### src/rtl/keypad_pkg.sv
// keypad_pkg: shared types and constants for the scanned 4x4 keypad reader.
//   KEY_W         key code width, {row_idx[1:0], col_idx[1:0]}
//   frame_code_t  per-frame scan result: a NONE flag plus the key code
//   kp_state_e    debounce FSM state encoding
package keypad_pkg;

  localparam int KEY_W            = 4;
  localparam int SCAN_DIV_DEF     = 50000;  // 1 kHz column rate at 50 MHz
  localparam int DEBOUNCE_CNT_DEF = 4;

  // none=1 means zero keys or more than one key seen in the frame.
  typedef struct packed {
    logic             none;
    logic [KEY_W-1:0] key;
  } frame_code_t;

  localparam frame_code_t KEY_NONE = '{none: 1'b1, key: '0};

  typedef enum logic [1:0] {
    IDLE     = 2'd0,
    DB_PRESS = 2'd1,
    PRESSED  = 2'd2,
    DB_REL   = 2'd3
  } kp_state_e;

endpackage

### src/rtl/key_scan_tick.sv
// key_scan_tick: scan timebase for the keypad reader.
//   clk, rst_n     clock, async active-low reset
//   tick_o         one-clk strobe at the last cycle of each column step
//   col_idx_o      index of the column currently driven
//   col_o          registered active-low column drive, one bit low
//   frame_end_o    tick of column 3 (last column of the frame)
module key_scan_tick
  import keypad_pkg::*;
#(
  parameter int SCAN_DIV = SCAN_DIV_DEF
) (
  input  logic       clk,
  input  logic       rst_n,
  output logic       tick_o,
  output logic [1:0] col_idx_o,
  output logic [3:0] col_o,
  output logic       frame_end_o
);

  localparam int            TW   = (SCAN_DIV > 1) ? $clog2(SCAN_DIV) : 1;
  localparam logic [TW-1:0] TMAX = TW'(SCAN_DIV - 1);

  logic [TW-1:0] tcnt_q, tcnt_d;
  logic [1:0]    col_q, col_d;
  logic [3:0]    colo_q, colo_d;
  logic          tick;

  always_comb begin
    tick   = (tcnt_q == TMAX);
    tcnt_d = tick ? '0 : tcnt_q + 1'b1;
    col_d  = tick ? col_q + 2'd1 : col_q;
    // Drive follows the next index so o_col changes on the same edge as col_idx.
    colo_d = ~(4'b0001 << col_d);
  end

  always_ff @(posedge clk or negedge rst_n) begin
    if (!rst_n) begin
      tcnt_q <= '0;
      col_q  <= 2'd0;
      colo_q <= 4'b1110;
    end else begin
      tcnt_q <= tcnt_d;
      col_q  <= col_d;
      colo_q <= colo_d;
    end
  end

  assign tick_o      = tick;
  assign col_idx_o   = col_q;
  assign col_o       = colo_q;
  assign frame_end_o = tick && (col_q == 2'd3);

endmodule

### src/rtl/keypad_scan.sv
// keypad_scan: scanned 4x4 matrix keypad reader with whole-frame debounce.
//   clk, rst_n     50 MHz clock, async active-low reset
//   i_row          active-low row lines (asynchronous, 2-flop synchronized)
//   o_col          active-low column drive, exactly one bit low
//   o_key          last accepted key {row_idx, col_idx}
//   o_key_valid    one-clk pulse on a newly accepted press
//   o_key_held     high while the accepted key stays pressed
module keypad_scan
  import keypad_pkg::*;
#(
  parameter int SCAN_DIV     = SCAN_DIV_DEF,
  parameter int DEBOUNCE_CNT = DEBOUNCE_CNT_DEF
) (
  input  logic             clk,
  input  logic             rst_n,
  input  logic [3:0]       i_row,
  output logic [3:0]       o_col,
  output logic [KEY_W-1:0] o_key,
  output logic             o_key_valid,
  output logic             o_key_held
);

  localparam int          CW     = $clog2(DEBOUNCE_CNT + 1);
  localparam logic [CW:0] DB_TGT = (CW + 1)'(DEBOUNCE_CNT);

  logic       tick, frame_end;
  logic [1:0] col_idx;

  key_scan_tick #(.SCAN_DIV(SCAN_DIV)) u_tick (
    .clk        (clk),
    .rst_n      (rst_n),
    .tick_o     (tick),
    .col_idx_o  (col_idx),
    .col_o      (o_col),
    .frame_end_o(frame_end)
  );

  // Row synchronizer
  logic [3:0] row_s1_q, row_s2_q;

  always_ff @(posedge clk or negedge rst_n) begin
    if (!rst_n) begin
      row_s1_q <= 4'hF;
      row_s2_q <= 4'hF;
    end else begin
      row_s1_q <= i_row;
      row_s2_q <= row_s1_q;
    end
  end

  // Frame accumulator: press count saturates at 2 ("more than one"),
  // first key is lowest column then lowest row thanks to scan order.
  logic [1:0]       acc_cnt_q, acc_cnt_d;
  logic [KEY_W-1:0] acc_key_q, acc_key_d;
  logic [3:0]       pressed;
  logic [1:0]       col_row;
  logic [2:0]       col_hits, hit_sum;
  logic [1:0]       tot;
  logic [KEY_W-1:0] first;
  frame_code_t      fc;

  always_comb begin
    pressed = ~row_s2_q;
    col_row = 2'd0;
    for (int r = 3; r >= 0; r--) begin
      if (pressed[r]) col_row = 2'(r);
    end
    col_hits = {2'b0, pressed[0]} + {2'b0, pressed[1]}
             + {2'b0, pressed[2]} + {2'b0, pressed[3]};
    hit_sum  = {1'b0, acc_cnt_q} + col_hits;
    tot      = (hit_sum >= 3'd2) ? 2'd2 : hit_sum[1:0];
    first    = (acc_cnt_q == 2'd0) ? {col_row, col_idx} : acc_key_q;

    acc_cnt_d = acc_cnt_q;
    acc_key_d = acc_key_q;
    if (tick) begin
      if (frame_end) begin
        acc_cnt_d = 2'd0;
        acc_key_d = '0;
      end else begin
        acc_cnt_d = tot;
        acc_key_d = first;
      end
    end

    fc = KEY_NONE;
    if (frame_end && tot == 2'd1) begin
      fc.none = 1'b0;
      fc.key  = first;
    end
  end

  always_ff @(posedge clk or negedge rst_n) begin
    if (!rst_n) begin
      acc_cnt_q <= 2'd0;
      acc_key_q <= '0;
    end else begin
      acc_cnt_q <= acc_cnt_d;
      acc_key_q <= acc_key_d;
    end
  end

  // Debounce FSM, evaluated only at frame end. cnt is 0 on entry to IDLE and
  // PRESSED, so cnt_inc doubles as the "first frame" count there, which makes
  // DEBOUNCE_CNT=1 take the direct IDLE<->PRESSED path.
  kp_state_e        state_q, state_d;
  logic [KEY_W-1:0] cand_q, cand_d;
  logic [CW-1:0]    cnt_q, cnt_d;
  logic [CW:0]      cnt_inc;
  logic [KEY_W-1:0] key_q, key_d;
  logic             valid_q, valid_d;
  logic             held_q, held_d;
  logic             same_key;

  always_comb begin
    state_d  = state_q;
    cand_d   = cand_q;
    cnt_d    = cnt_q;
    key_d    = key_q;
    valid_d  = 1'b0;
    held_d   = held_q;
    cnt_inc  = {1'b0, cnt_q} + 1'b1;
    same_key = !fc.none && (fc.key == key_q);

    if (frame_end) begin
      unique case (state_q)
        IDLE: begin
          if (!fc.none) begin
            cand_d = fc.key;
            if (cnt_inc == DB_TGT) begin
              state_d = PRESSED;
              key_d   = fc.key;
              valid_d = 1'b1;
              held_d  = 1'b1;
              cnt_d   = '0;
            end else begin
              state_d = DB_PRESS;
              cnt_d   = cnt_inc[CW-1:0];
            end
          end
        end
        DB_PRESS: begin
          if (!fc.none && fc.key == cand_q) begin
            if (cnt_inc == DB_TGT) begin
              state_d = PRESSED;
              key_d   = cand_q;
              valid_d = 1'b1;
              held_d  = 1'b1;
              cnt_d   = '0;
            end else begin
              cnt_d = cnt_inc[CW-1:0];
            end
          end else begin
            state_d = IDLE;
            cnt_d   = '0;
          end
        end
        PRESSED: begin
          if (!same_key) begin
            if (cnt_inc == DB_TGT) begin
              state_d = IDLE;
              held_d  = 1'b0;
              cnt_d   = '0;
            end else begin
              state_d = DB_REL;
              cnt_d   = cnt_inc[CW-1:0];
            end
          end
        end
        DB_REL: begin
          if (!same_key) begin
            if (cnt_inc == DB_TGT) begin
              state_d = IDLE;
              held_d  = 1'b0;
              cnt_d   = '0;
            end else begin
              cnt_d = cnt_inc[CW-1:0];
            end
          end else begin
            state_d = PRESSED;
            cnt_d   = '0;
          end
        end
        default: state_d = IDLE;
      endcase
    end
  end

  always_ff @(posedge clk or negedge rst_n) begin
    if (!rst_n) begin
      state_q <= IDLE;
      cand_q  <= '0;
      cnt_q   <= '0;
      key_q   <= '0;
      valid_q <= 1'b0;
      held_q  <= 1'b0;
    end else begin
      state_q <= state_d;
      cand_q  <= cand_d;
      cnt_q   <= cnt_d;
      key_q   <= key_d;
      valid_q <= valid_d;
      held_q  <= held_d;
    end
  end

  assign o_key       = key_q;
  assign o_key_valid = valid_q;
  assign o_key_held  = held_q;

endmodule
### config.mk
export PLATFORM = sky130hd
export DESIGN_NAME = keypad_scan
export DESIGN_NICKNAME = d
export VERILOG_FILES = /design/src/rtl/keypad_pkg.sv /design/src/rtl/key_scan_tick.sv /design/src/rtl/keypad_scan.sv
export SDC_FILE = /design/constraint.sdc
export NUM_CORES = 1
export LEC_CHECK = 0
export ABC_AREA = 1
export BUFFER_PORTS_ARGS = -buffer_cell sky130_fd_sc_hd__buf_2
export CORE_AREA = 2 2 76 78
export CTS_CLUSTER_DIAMETER = 60
export DETAILED_ROUTE_END_ITERATION = 7
export DIE_AREA = 0 0 78 80
export GPL_ROUTABILITY_DRIVEN = 0
export PLACE_DENSITY = 0.74
export SLEW_MARGIN = 20
export SYNTH_ARGS = -nofsm -noshare
export SYNTH_HDL_FRONTEND = slang
export SYNTH_HIERARCHICAL = 1
export SYNTH_SLANG_ARGS = --single-unit
### constraint.sdc
create_clock -name clk -period 3 [get_ports clk]
set_clock_uncertainty 0.15 [all_clocks]
set_input_delay 0.45 -clock clk [delete_from_list [all_inputs] [get_ports clk]]
set_output_delay 0.45 -clock clk [all_outputs]
set_load 0.1 [all_outputs]
# Word-level counts from Yosys, hierarchy flattened
# Index checks and enable logic that the tools add are counted.
# W data, S select, Z words.
word_totals:
  ff_bits: 51
  inputBits: 6
  out_inout_bits: 10
  elab_cells: 99
classes:
  n_addsub: 7
  order_cmp: 1
  n_eq_ne: 18
  shifts: 1
  n_mux: 42
  bitwise_logic: 3
  reduce_logical: 14
op_table:
  columns: ["op", "count"]
  rows:
  - ["$mux W2", 15]
  - ["$mux W4", 6]
  - ["$add A16 B1 Y16 const B", 1]
  - ["$eq A16 B16 Y1 const B", 1]
  - ["$mux W16", 1]
  - ["$mux W3", 5]
  - ["$ne A2 B2 Y1 const B", 6]
  - ["$pmux W3 S4", 1]
  - ["$reduce_and A5 Y1", 2]
  - ["$mux W1", 9]
  - ["$eq A4 B4 Y1", 2]
  - ["$not A4 Y4", 2]
  - ["$pmux W2 S4", 1]
  - ["$pmux W4 S2", 1]
  - ["$eq A2 B2 Y1 const B", 3]
  - ["$ne A3 B3 Y1 const B", 2]
  - ["$reduce_and A3 Y1", 2]
  - ["$reduce_and A6 Y1", 1]
  - ["$mux W5", 1]
  - ["$add A3 B1 Y4 const B", 1]
  - ["$eq A2 B1 Y1 const B", 2]
  - ["$eq A4 B3 Y1 const B", 1]
  - ["$logic_and A1 B1 Y1", 4]
  - ["$logic_not A2 Y1", 2]
  - ["14 further kinds", 14]

# Logic depth before layout (Yosys ltp)
# Gate-level depths: netlist (run 1).
depth:
  ltp_word: 15
  depth_mapped: 20
  ltp_nobuf: 20

# Hierarchy
# The synthesis (run 1) kept the hierarchy.
by_module_without_submodules:
  columns: ["module", "instances", "cells_each", "area_each_um2", "seq_area_each_um2"]
  rows:
  - ["keypad_scan", 1, 203, 1650.3, 735.7]
  - ["key_scan_tick", 1, 160, 1232.4, 554.3]

# Least setup slack after synthesis (run 1)
# OpenSTA, ideal clock, no wires.
synth_timing:
  kind: "register to register"
  startpoint: "register acc_cnt_q[0]"
  endpoint: "register key_q[3] (netlist: o_key[3])"
  setup_ns: 0.117
  t_arrival_ns: 2.968
  t_required_ns: 2.733
  slack_ns: -0.235
  stages_incl_launch_ff: 19
  path_buffers: 1
  period_less_slack_ns: 3.235
  cell_sequence: "dfrtp_1 > inv_2 > fa_1 > inv_1 > fa_1 > fa_1 > nor2_4 > nand2_2 > nor2_4 > buf_6 > nand2_2 > clkinv_2 > nand2_2 > nor2_4 > nand3_2 > nand2_2 > nand3b_4 > o21ai_1 > inv_1"
synth_between:
  elab_chain_len: 10
  word_cells_on_any_way: 17
  classes_between: "add/sub (1); order compare (1); eq/ne (4); mux (6); reduce/logical (5)"
synth_rtl:
  columns: ["item", "line", "rtl"]
  rows:
  - ["start: declaration", "keypad_scan.sv:53", "logic [1:0] acc_cnt_q, acc_cnt_d;"]
  - ["start signal: assignment", "keypad_scan.sv:98", "acc_cnt_q <= acc_cnt_d;"]
  - ["$add A2 B3 Y3", "keypad_scan.sv:70", "hit_sum = {1'b0, acc_cnt_q} + col_hits;"]
  - ["$ge A3 B2 Y1", "keypad_scan.sv:71", "tot = (hit_sum >= 3'd2) ? 2'd2 : hit_sum[1:0];"]
  - ["$mux W2", "keypad_scan.sv:71", null]
  - ["$eq A2 B1 Y1", "keypad_scan.sv:87", "if (frame_end && tot == 2'd1) begin"]
  - ["$logic_and A1 B1 Y1", "keypad_scan.sv:87", null]
  - ["$mux W5 (*)", "keypad_scan.sv:87", null]
  - ["$eq A4 B4 Y1 or $logic_not A1 Y1 (tied branches)", "keypad_scan.sv:143", "if (!fc.none && fc.key == cand_q) begin"]
  - ["$logic_and A1 B1 Y1", "keypad_scan.sv:143", null]
  - ["$ne A2 B2 Y1 (no line)", null, null]
  - ["$reduce_and A6 Y1 (no line)", null, null]
  - ["end signal: assignment", "keypad_scan.sv:201", "key_q <= key_d;"]
  - ["end: declaration", "keypad_scan.sv:110", "logic [KEY_W-1:0] key_q, key_d;"]
# Mark *: on every way between the ends. The rest lies on a longest branch, timed or not. The select of a mux whose other input is x is not followed.
# A chain may end at the register's enable or synchronous reset.

# Final worst setup path (run 1)
layout_timing:
  startpoint: "register row_s2_q[0]"
  endpoint: "register cnt_q[1]"
layout_between:
  elab_chain_len: 14
  word_cells_on_any_way: 23
  classes_between: "add/sub (4); order compare (1); eq/ne (5); mux (7); bitwise (1); reduce/logical (5)"
layout_rtl:
  columns: ["item", "line", "rtl"]
  rows:
  - ["start: declaration", "keypad_scan.sv:39", "logic [3:0] row_s1_q, row_s2_q;"]
  - ["start signal: assignment", "keypad_scan.sv:47", "row_s2_q <= row_s1_q;"]
  - ["$not A4 Y4 (*)", "keypad_scan.sv:63", "pressed = ~row_s2_q;"]
  - ["$add A1 B1 Y2", "keypad_scan.sv:68", "col_hits = {2'b0, pressed[0]} + {2'b0, pressed[1]}"]
  - ["$add A2 B1 Y3", "keypad_scan.sv:69", "+ {2'b0, pressed[2]} + {2'b0, pressed[3]};"]
  - ["$add A3 B1 Y3", "keypad_scan.sv:69", null]
  - ["$add A2 B3 Y3", "keypad_scan.sv:70", null]
  - ["$ge A3 B2 Y1", "keypad_scan.sv:71", null]
  - ["$mux W2", "keypad_scan.sv:71", null]
  - ["$eq A2 B1 Y1", "keypad_scan.sv:87", null]
  - ["$logic_and A1 B1 Y1", "keypad_scan.sv:87", null]
  - ["$mux W5 (*)", "keypad_scan.sv:87", null]
  - ["$eq A4 B4 Y1, or another cell as far along", "keypad_scan.sv:123", "same_key = !fc.none && (fc.key == key_q);"]
  - ["$logic_and A1 B1 Y1 (on tied branches)", "keypad_scan.sv:123, keypad_scan.sv:143", null]
  - ["$mux W3, or another cell as far along", "keypad_scan.sv:171", "if (!same_key) begin"]
  - ["$pmux W3 S4 or $reduce_and A3 Y1 (tied branches)", null, null]
  - ["end signal: assignment", "keypad_scan.sv:200", "cnt_q <= cnt_d;"]
  - ["end: declaration", "keypad_scan.sv:108", "logic [CW-1:0] cnt_q, cnt_d;"]
# Mark *: on every way between the ends. The rest lies on a longest branch, timed or not.

==> metrics.md, run 1 <==
| Metric | Value |
|---|---|
| Clk_lat worst skew | a little over 0.3 ns |
| I/O pin cnt | 16 |
| Post-route ant nets | 0 |
| DP HPWL | roughly 4000 um |
| Maximum clock path buffer count | 2 |
| Initial antenna violation count | 0 |
| Hold_buf cts | 0 |
| Failing checks | hold timing, setup timing |
| Synth Warn # | 6 |
| Slew margin rel. | between 60% and 70% |
| Ys async rst share | 100% |
| Core area | 0.00541 mm^2 |
| Net Count, Synth | approximately 380 |
| Max Slew Vio Count | 0 |
| PD cells | roughly 370 mW/mm^2 |
| GRT overflow | 0 |
| H-tree level count | 2 |
| Synth unique cells | 32 |
| Per-cell routed wire length | between 10 and 15 um |
| Drt drc | 0 |
| Total negative slack | -2.47 ns |
| Min cycle time layout | 3.29 ns |
| Setup violators final | 11 |
| CTS clock-pin slew for the worst setup and hold paths | ~0.10 ns |
| # placed instances | 461 |
| Endpoint type of the worst setup path | register |
| CP Class | reg2reg |
| RSZ-0062 raised after global routing | true |
| FF/Latch Area | ~0.0013 mm^2 |
| Maximum VDD drop | 0.219 mV |
| Leak | ~0.0017 uW |
| Worst Tran Pin Value | between 0.5 and 0.6 ns |
| CP required | approximately 3.1 ns |
| Final Non-Filler Cells | 477 |
| Layout cells sized above 1 | about 29% |
| Fill count | 458 |
| Worst hold slack | -0.0163 ns |
| Synth top area cells | dfrtp_1, nand2_1, dfstp_2 |
| #FFs+latches synth | 51 |
| WL final | between 5000 and 6000 um |
| Worst path arrival time | 3.39 ns |
| Synthesized area | 0.00288 mm^2 |
| Drt pass-1 iters | 4 |
| Global Route Usage Sum | about a fifth |
| Seq/Total Area, Yosys | between 40% and 50% |
| Clk sinks | 51 |
| Number of port buffers | 15 |
| Final hold violation count | 32 |
| N_diodes | 0 |
| Starting DRC count in detailed routing | between 150 and 200 |
| Max-cap check violation count | 0 |
| Die Y | 80 um |
| Critical-path maximum fanout | 5 |
| Worst setup margin | -0.289 ns |
| Fin crit share | 110% |
| Post-synth top flop | dfrtp_1 |
| Setup crit start kind | register |
| Area growth syn-to-layout | 17.6% |
| HP Class | in2async |
| First-pass GRT wire length | slightly above 10,000 um |
| Effective utilization at floorplan | 53.3% |
| Synth area leader | dfrtp_1 |
| Multi-input gate area | ~0.0014 mm^2 |
| Via count | between 2,000 and 2,500 |
| Number of flops mapped to enable cells by yosys | 0 |
| CTS tree | done |
| FMAX | between 0.3 and 0.4 GHz |
| Status | complete, but fails checks |
| Pin count of the biggest net entering global routing | 47 |
| Die W | around 80 um |
| Vias in the first global route | between 2,000 and 2,500 |
| Total Power | 1260 uW |
| Syn avg cell area | 7.94 um^2 |
| Syn Inst Count | around 360 |
| Area fraction of the dominant cell type after synthesis | 34.7% |
| Vias per cell | ~4.9 |
| NumNets Final | approximately 420 |
| Root buf cell | clkbuf_8 |
| TritonCTS buffer count | 5 |
| Std-Cell Rows | 27 |
| Die area | about 0.0062 mm^2 |
## cell usage in the layout (no fill, tap or decap), types with 3 or more instances in the layout
master	Yosys	routed
nor2_2	5	3
nand4_1	5	5
dfrtp_1	40	40
ha_1	4	4
nand2_2	20	24
inv_1	49	48
o22ai_1	3	3
nand2_1	101	95
dfstp_2	11	11
buf_4	0	19
xor2_1	5	5
nor2_4	8	11
a21oi_1	4	3
o21ai_1	9	11
clkbuf_8	0	5
nand3_1	24	24
nor2_1	31	30
o21ai_0	13	10
inv_2	9	10
buf_2	0	14
nand3_2	3	3
## report_power, final
| group | switching, uW | leakage [uW] | internal (uW) | total (uW) |
|---|---|---|---|---|
| clock | 237 | 0.0000651 | 266 | 503 |
| sequential | 2.82 | 0.000660 | 697 | 700 |
| combinational | 33.1 | 0.000983 | 21.1 | 54.2 |
## registers in the layout, summed over array words and instances (netlist names)
signal	count
u_tick/col_idx_o	2
acc_cnt_q	2
acc_key_q	4
o_key_held	1
u_tick/tcnt_q	16
cnt_q	3
row_s2_q	4
o_key_valid	1
o_key	4
u_tick/col_o	4
cand_q	4
state_q	2
row_s1_q	4
## Yosys cell counts (2+ instances only)
library cell	count
fa_1	3
nand3_2	3
clkinv_1	2
xor2_1	5
dfstp_2	11
nand2_2	20
nor2_4	8
o21ai_1	9
nor2_1	31
nor2_2	5
nand2_1	101
a21oi_1	4
nand4_1	5
inv_1	49
inv_2	9
o22ai_1	3
nand3_1	24
o21ai_0	13
dfrtp_1	40
nand3b_1	2
xnor2_1	2
ha_1	4
## cells by family (layout without fill, tap and decap cells)
group	after synthesis	after routing	share of synthesized area [%]
flip-flops	51	51	44.7
XOR/XNOR	7	7	2.13
AND/OR/NAND/NOR	205	206	35.4
buffers and inverters	63	104	8.51
AO/OA/AOI/OAI	30	30	5.38
adder cells (fa/ha/maj)	7	7	3.82
## final timing paths
path / to / slack (ns) / startpoint / cells past startpoint
worst max-delay path: cnt_q[1]$_DFFE_PN0P_ / -0.29 / row_s2_q[0]$_DFF_PN1_ / 17
worst min-delay path: o_key_held$_DFFE_PN0P_ / -0.02 / rst_n / 1
worst max register to register: cnt_q[1]$_DFFE_PN0P_ / -0.29 / row_s2_q[0]$_DFF_PN1_ / 17
worst min register to register: row_s2_q[0]$_DFF_PN1_ / 0.21 / row_s1_q[0]$_DFF_PN1_ / 0
max in group asynchronous: row_s1_q[0]$_DFF_PN1_ / 2.11 / rst_n / 2
min in group clk: row_s1_q[2]$_DFF_PN1_ / 0.08 / i_row[2] / 1
## critical path: stages (launching register included)
cell	delay, ns
dfstp_2	0.39
fa_1	0.55
inv_2	0.04
fa_2	0.32
fa_1	0.48
nor2_4	0.11
nand2_2	0.08
nor2_4	0.17
buf_4	0.13
nand2_2	0.05
clkinv_2	0.04
nand2_2	0.05
nor2_4	0.10
nand3_2	0.10
nand2_4	0.11
buf_4	0.12
nand3_1	0.09
o21ai_1	0.15
## through the flow
stage	instance area (um^2)	utilization (%)	setup slack, ns
3_5_place_dp	3130	58.0	-0.332
6_report	3390	62.7	-0.289
2_1_floorplan	2890	-	-0.234
4_1_cts	3330	61.6	-0.272
3_3_place_gp	3130	58.0	-0.242
5_1_grt	3390	62.7	-0.515
## routing by layer
layer | vias to the layer above | GRT usage (%) | part of all wire [%]
met1 | 1102 | 27.4 | 48
li1 | 1204 | - | -
met2 | 40 | 34.1 | 47
met5 | - | 0 | 0
met3 | 7 | 3.39 | 3.7
met4 | 0 | 6.67 | 1.3
## what timing repair did
action	CTS	global route
buffers inserted	6	1
endpoints found under the hold margin	0	0
endpoints found under the setup margin	11	15
cloned	1	0
gates resized for setup	3	17
pin swaps	6	2
## area by class of cell
| cell class | count | area share [%] |
|---|---|---|
| inverters | 61 | 6.79 |
| clock buffers | 7 | 3.51 |
| flip-flops and latches | 51 | 38.0 |
| repair buffers | 35 | 6.94 |
| multi-input cells | 250 | 41.9 |
| clock inverters | 1 | 0.185 |
| well taps | 72 | 2.66 |
Note: power is estimated with default switching activity, not from simulation.
==> inputs of run 2 (changes only) <==
- BUFFER_PORTS_ARGS: -buffer_cell sky130_fd_sc_hd__buf_2 -> unset
- CORE_AREA: 2 2 76 78 -> 2 2 75 77
- DIE_AREA: 0 0 78 80 -> 0 0 77 79
- DONT_BUFFER_PORTS: unset -> 1
- PLACE_DENSITY: 0.74 -> 0.73
==> metrics.md, run 2 (synthesis results as in run 1) <==
| Metric | Value |
|---|---|
| Layout cells sized above 1 | a little over a quarter |
| First-pass GRT wire length | about 9500 um |
| Slew margin rel. | about two fifths |
| Starting DRC count in detailed routing | 146 |
| Commonest non-fill, non-tap cell in the layout | nand2_1 |
| Root buf cell | clkbuf_8 |
| Effective utilization at floorplan | around 54% |
| Maximum clock path buffer count | 2 |
| Leak | approximately 0.0017 uW |
| Maximum VDD drop | 0.266 mV |
| GRT overflow | 0 |
| FMAX | around 0.31 GHz |
| Per-cell routed wire length | 11.6 um |
| CP required | about 3.1 ns |
| Dpl cell area | a little over 0.003 mm^2 |
| H-tree level count | 2 |
| Drt drc | 0 |
| Cell depth of the worst hold path | 0 |
| DP HPWL | around 3900 um |
| Worst path arrival time | roughly 3.3 ns |
| Failing checks | setup timing |
| RSZ-0062 raised after global routing | true |
| Total negative slack | -2.47 ns |
| NumNets Final | ~420 |
| Fill count | around 460 |
| Setup violators final | 12 |
| Global Route Usage Sum | around a fifth |
| N_diodes | 0 |
| Register-to-register setup slack | -0.25 ns |
| Status | complete, but fails checks |
| Critical R2R Launch | acc_cnt_q[0]$_DFFE_PN0P_ |
| CP Class | reg2reg |
| I/O pin cnt | 16 |
| WL final | about 5500 um |
| Endpoint type of the worst setup path | register |
| Setup crit start kind | register |
| Min-delay src | row_s1_q[3]$_DFF_PN1_ |
| Max reg flops | 16 |
| Die Y | about 79 um |
| Most flops, register | u_tick/tcnt_q |
| Worst Tran Pin Value | just under 0.9 ns |
| Worst hold slack | around 0.21 ns |
| Area growth syn-to-layout | 18.3% |
| CTS tree | done |
| PD cells | approximately 340 mW/mm^2 |
| Core area | 0.00534 mm^2 |
| Max-cap check violation count | 0 |
| Post-route cell area | around 0.0034 mm^2 |
| Number of port buffers | 0 |
| Std-Cell Rows | 27 |
| Clk sinks | 51 |
| Post-route ant nets | 0 |
| Most frequent cells in the layout | nand2_1, inv_1, dfrtp_1 |
| Hold path endpoint | row_s2_q[3]$_DFF_PN1_ |
| TritonCTS buffer count | 5 |
| R2r endpoint | o_key[3]$_DFFE_PN0P_ |
| Initial antenna violation count | 0 |
| Via count | around 2,400 |
| Drt pass-1 iters | 5 |
| Final hold violation count | 0 |
| Die area | approximately 0.0061 mm^2 |
| Max Slew Vio Count | 0 |
| Pin count of the biggest net entering global routing | between 50 and 60 |
| Vias in the first global route | around 2,200 |
| Vias per cell | around 5 |
| Total Power | 1140 uW |
| Worst setup margin | -0.251 ns |
| Die W | 77 um |
| Worst r2r path cells | 18 |
| Clk_lat worst skew | about 0.31 ns |
| Critical-path maximum fanout | 5 |
| HP Class | reg2reg |
| Min cycle time layout | around 3.3 ns |
| CTS clock-pin slew for the worst setup and hold paths | 0.10 ns |
| Fin crit share | 108% |
| Pre-CTS WS | -0.329 ns |
run 2: final cells by class:
cell class	instances	area, um^2	share of cell area (%)
clock inverter	2	12.5	0.367
sequential	51	1290	37.8
timing repair buffer	33	300	8.80
multi-input combinational	250	1420	41.5
tap	72	90.1	2.64
inverter	61	230	6.75
clock buffer	6	72.6	2.13
run 2: per-stage QoR:
| step | util (%) | std cells |
|---|---|---|
| detailed placement | 57.4 | 447 |
| floorplan | - | 363 |
| CTS | 62.4 | 469 |
| finish | 63.9 | 475 |
| global route | 63.9 | 475 |
| global placement | 57.4 | 447 |
run 2: worst max-delay path by stage:
stage                                   from                     end  slack (ns)  depth (start not counted)
global placement       row_s2_q[0]$_DFF_PN1_  state_q[1]$_DFFE_PN0P_       -0.25                         19
CTS                    row_s2_q[0]$_DFF_PN1_  state_q[0]$_DFFE_PN0P_       -0.25                         19
floorplan           acc_cnt_q[0]$_DFFE_PN0P_    o_key[3]$_DFFE_PN0P_       -0.23                         18
finish              acc_cnt_q[0]$_DFFE_PN0P_    o_key[3]$_DFFE_PN0P_       -0.25                         18
global route        acc_cnt_q[0]$_DFFE_PN0P_    o_key[3]$_DFFE_PN0P_       -0.42                         18
detailed placement  acc_cnt_q[0]$_DFFE_PN0P_  state_q[0]$_DFFE_PN0P_       -0.33                         20
run 2: layer usage:
layer	part of all wire (%)	track usage, %
met1	48	27.7
met2	47	30.9
met3	4.1	3.75
met4	1.2	5.89
met5	0	0
run 2: timing repair:
action                                  in CTS  in global routing
hold endpoints to repair                    55                  0
hold buffers                                 6                  0
cloned                                       1                  0
setup buffers                                7                  6
pin swaps                                    7                  5
endpoints found under the setup margin      13                 15
gates resized for setup                     11                  7
run 2: worst max-delay path, cell delays in order, from the launching register on:
cell and delay, ns:
dfrtp_1 0.37, inv_2 0.05, fa_1 0.50, inv_1 0.05, fa_2 0.33, fa_1 0.48
nor2_4 0.11, nand2_2 0.07, nor2_4 0.13, buf_12 0.13, nand2_4 0.06, nand2_2 0.07
nand2_2 0.06, nor2_4 0.13, nand3_2 0.09, nand2_4 0.12, nand3b_4 0.10, o21ai_2 0.11
inv_1 0.04
run 2: report_power, final:
part	leakage (uW)	switching, uW	total (uW)	internal, uW
sequential	0.000660	2.53	699	697
combinational	0.00101	32.9	58.4	25.5
clock	0.0000412	222	385	163
total	0.00171	257	1140	886
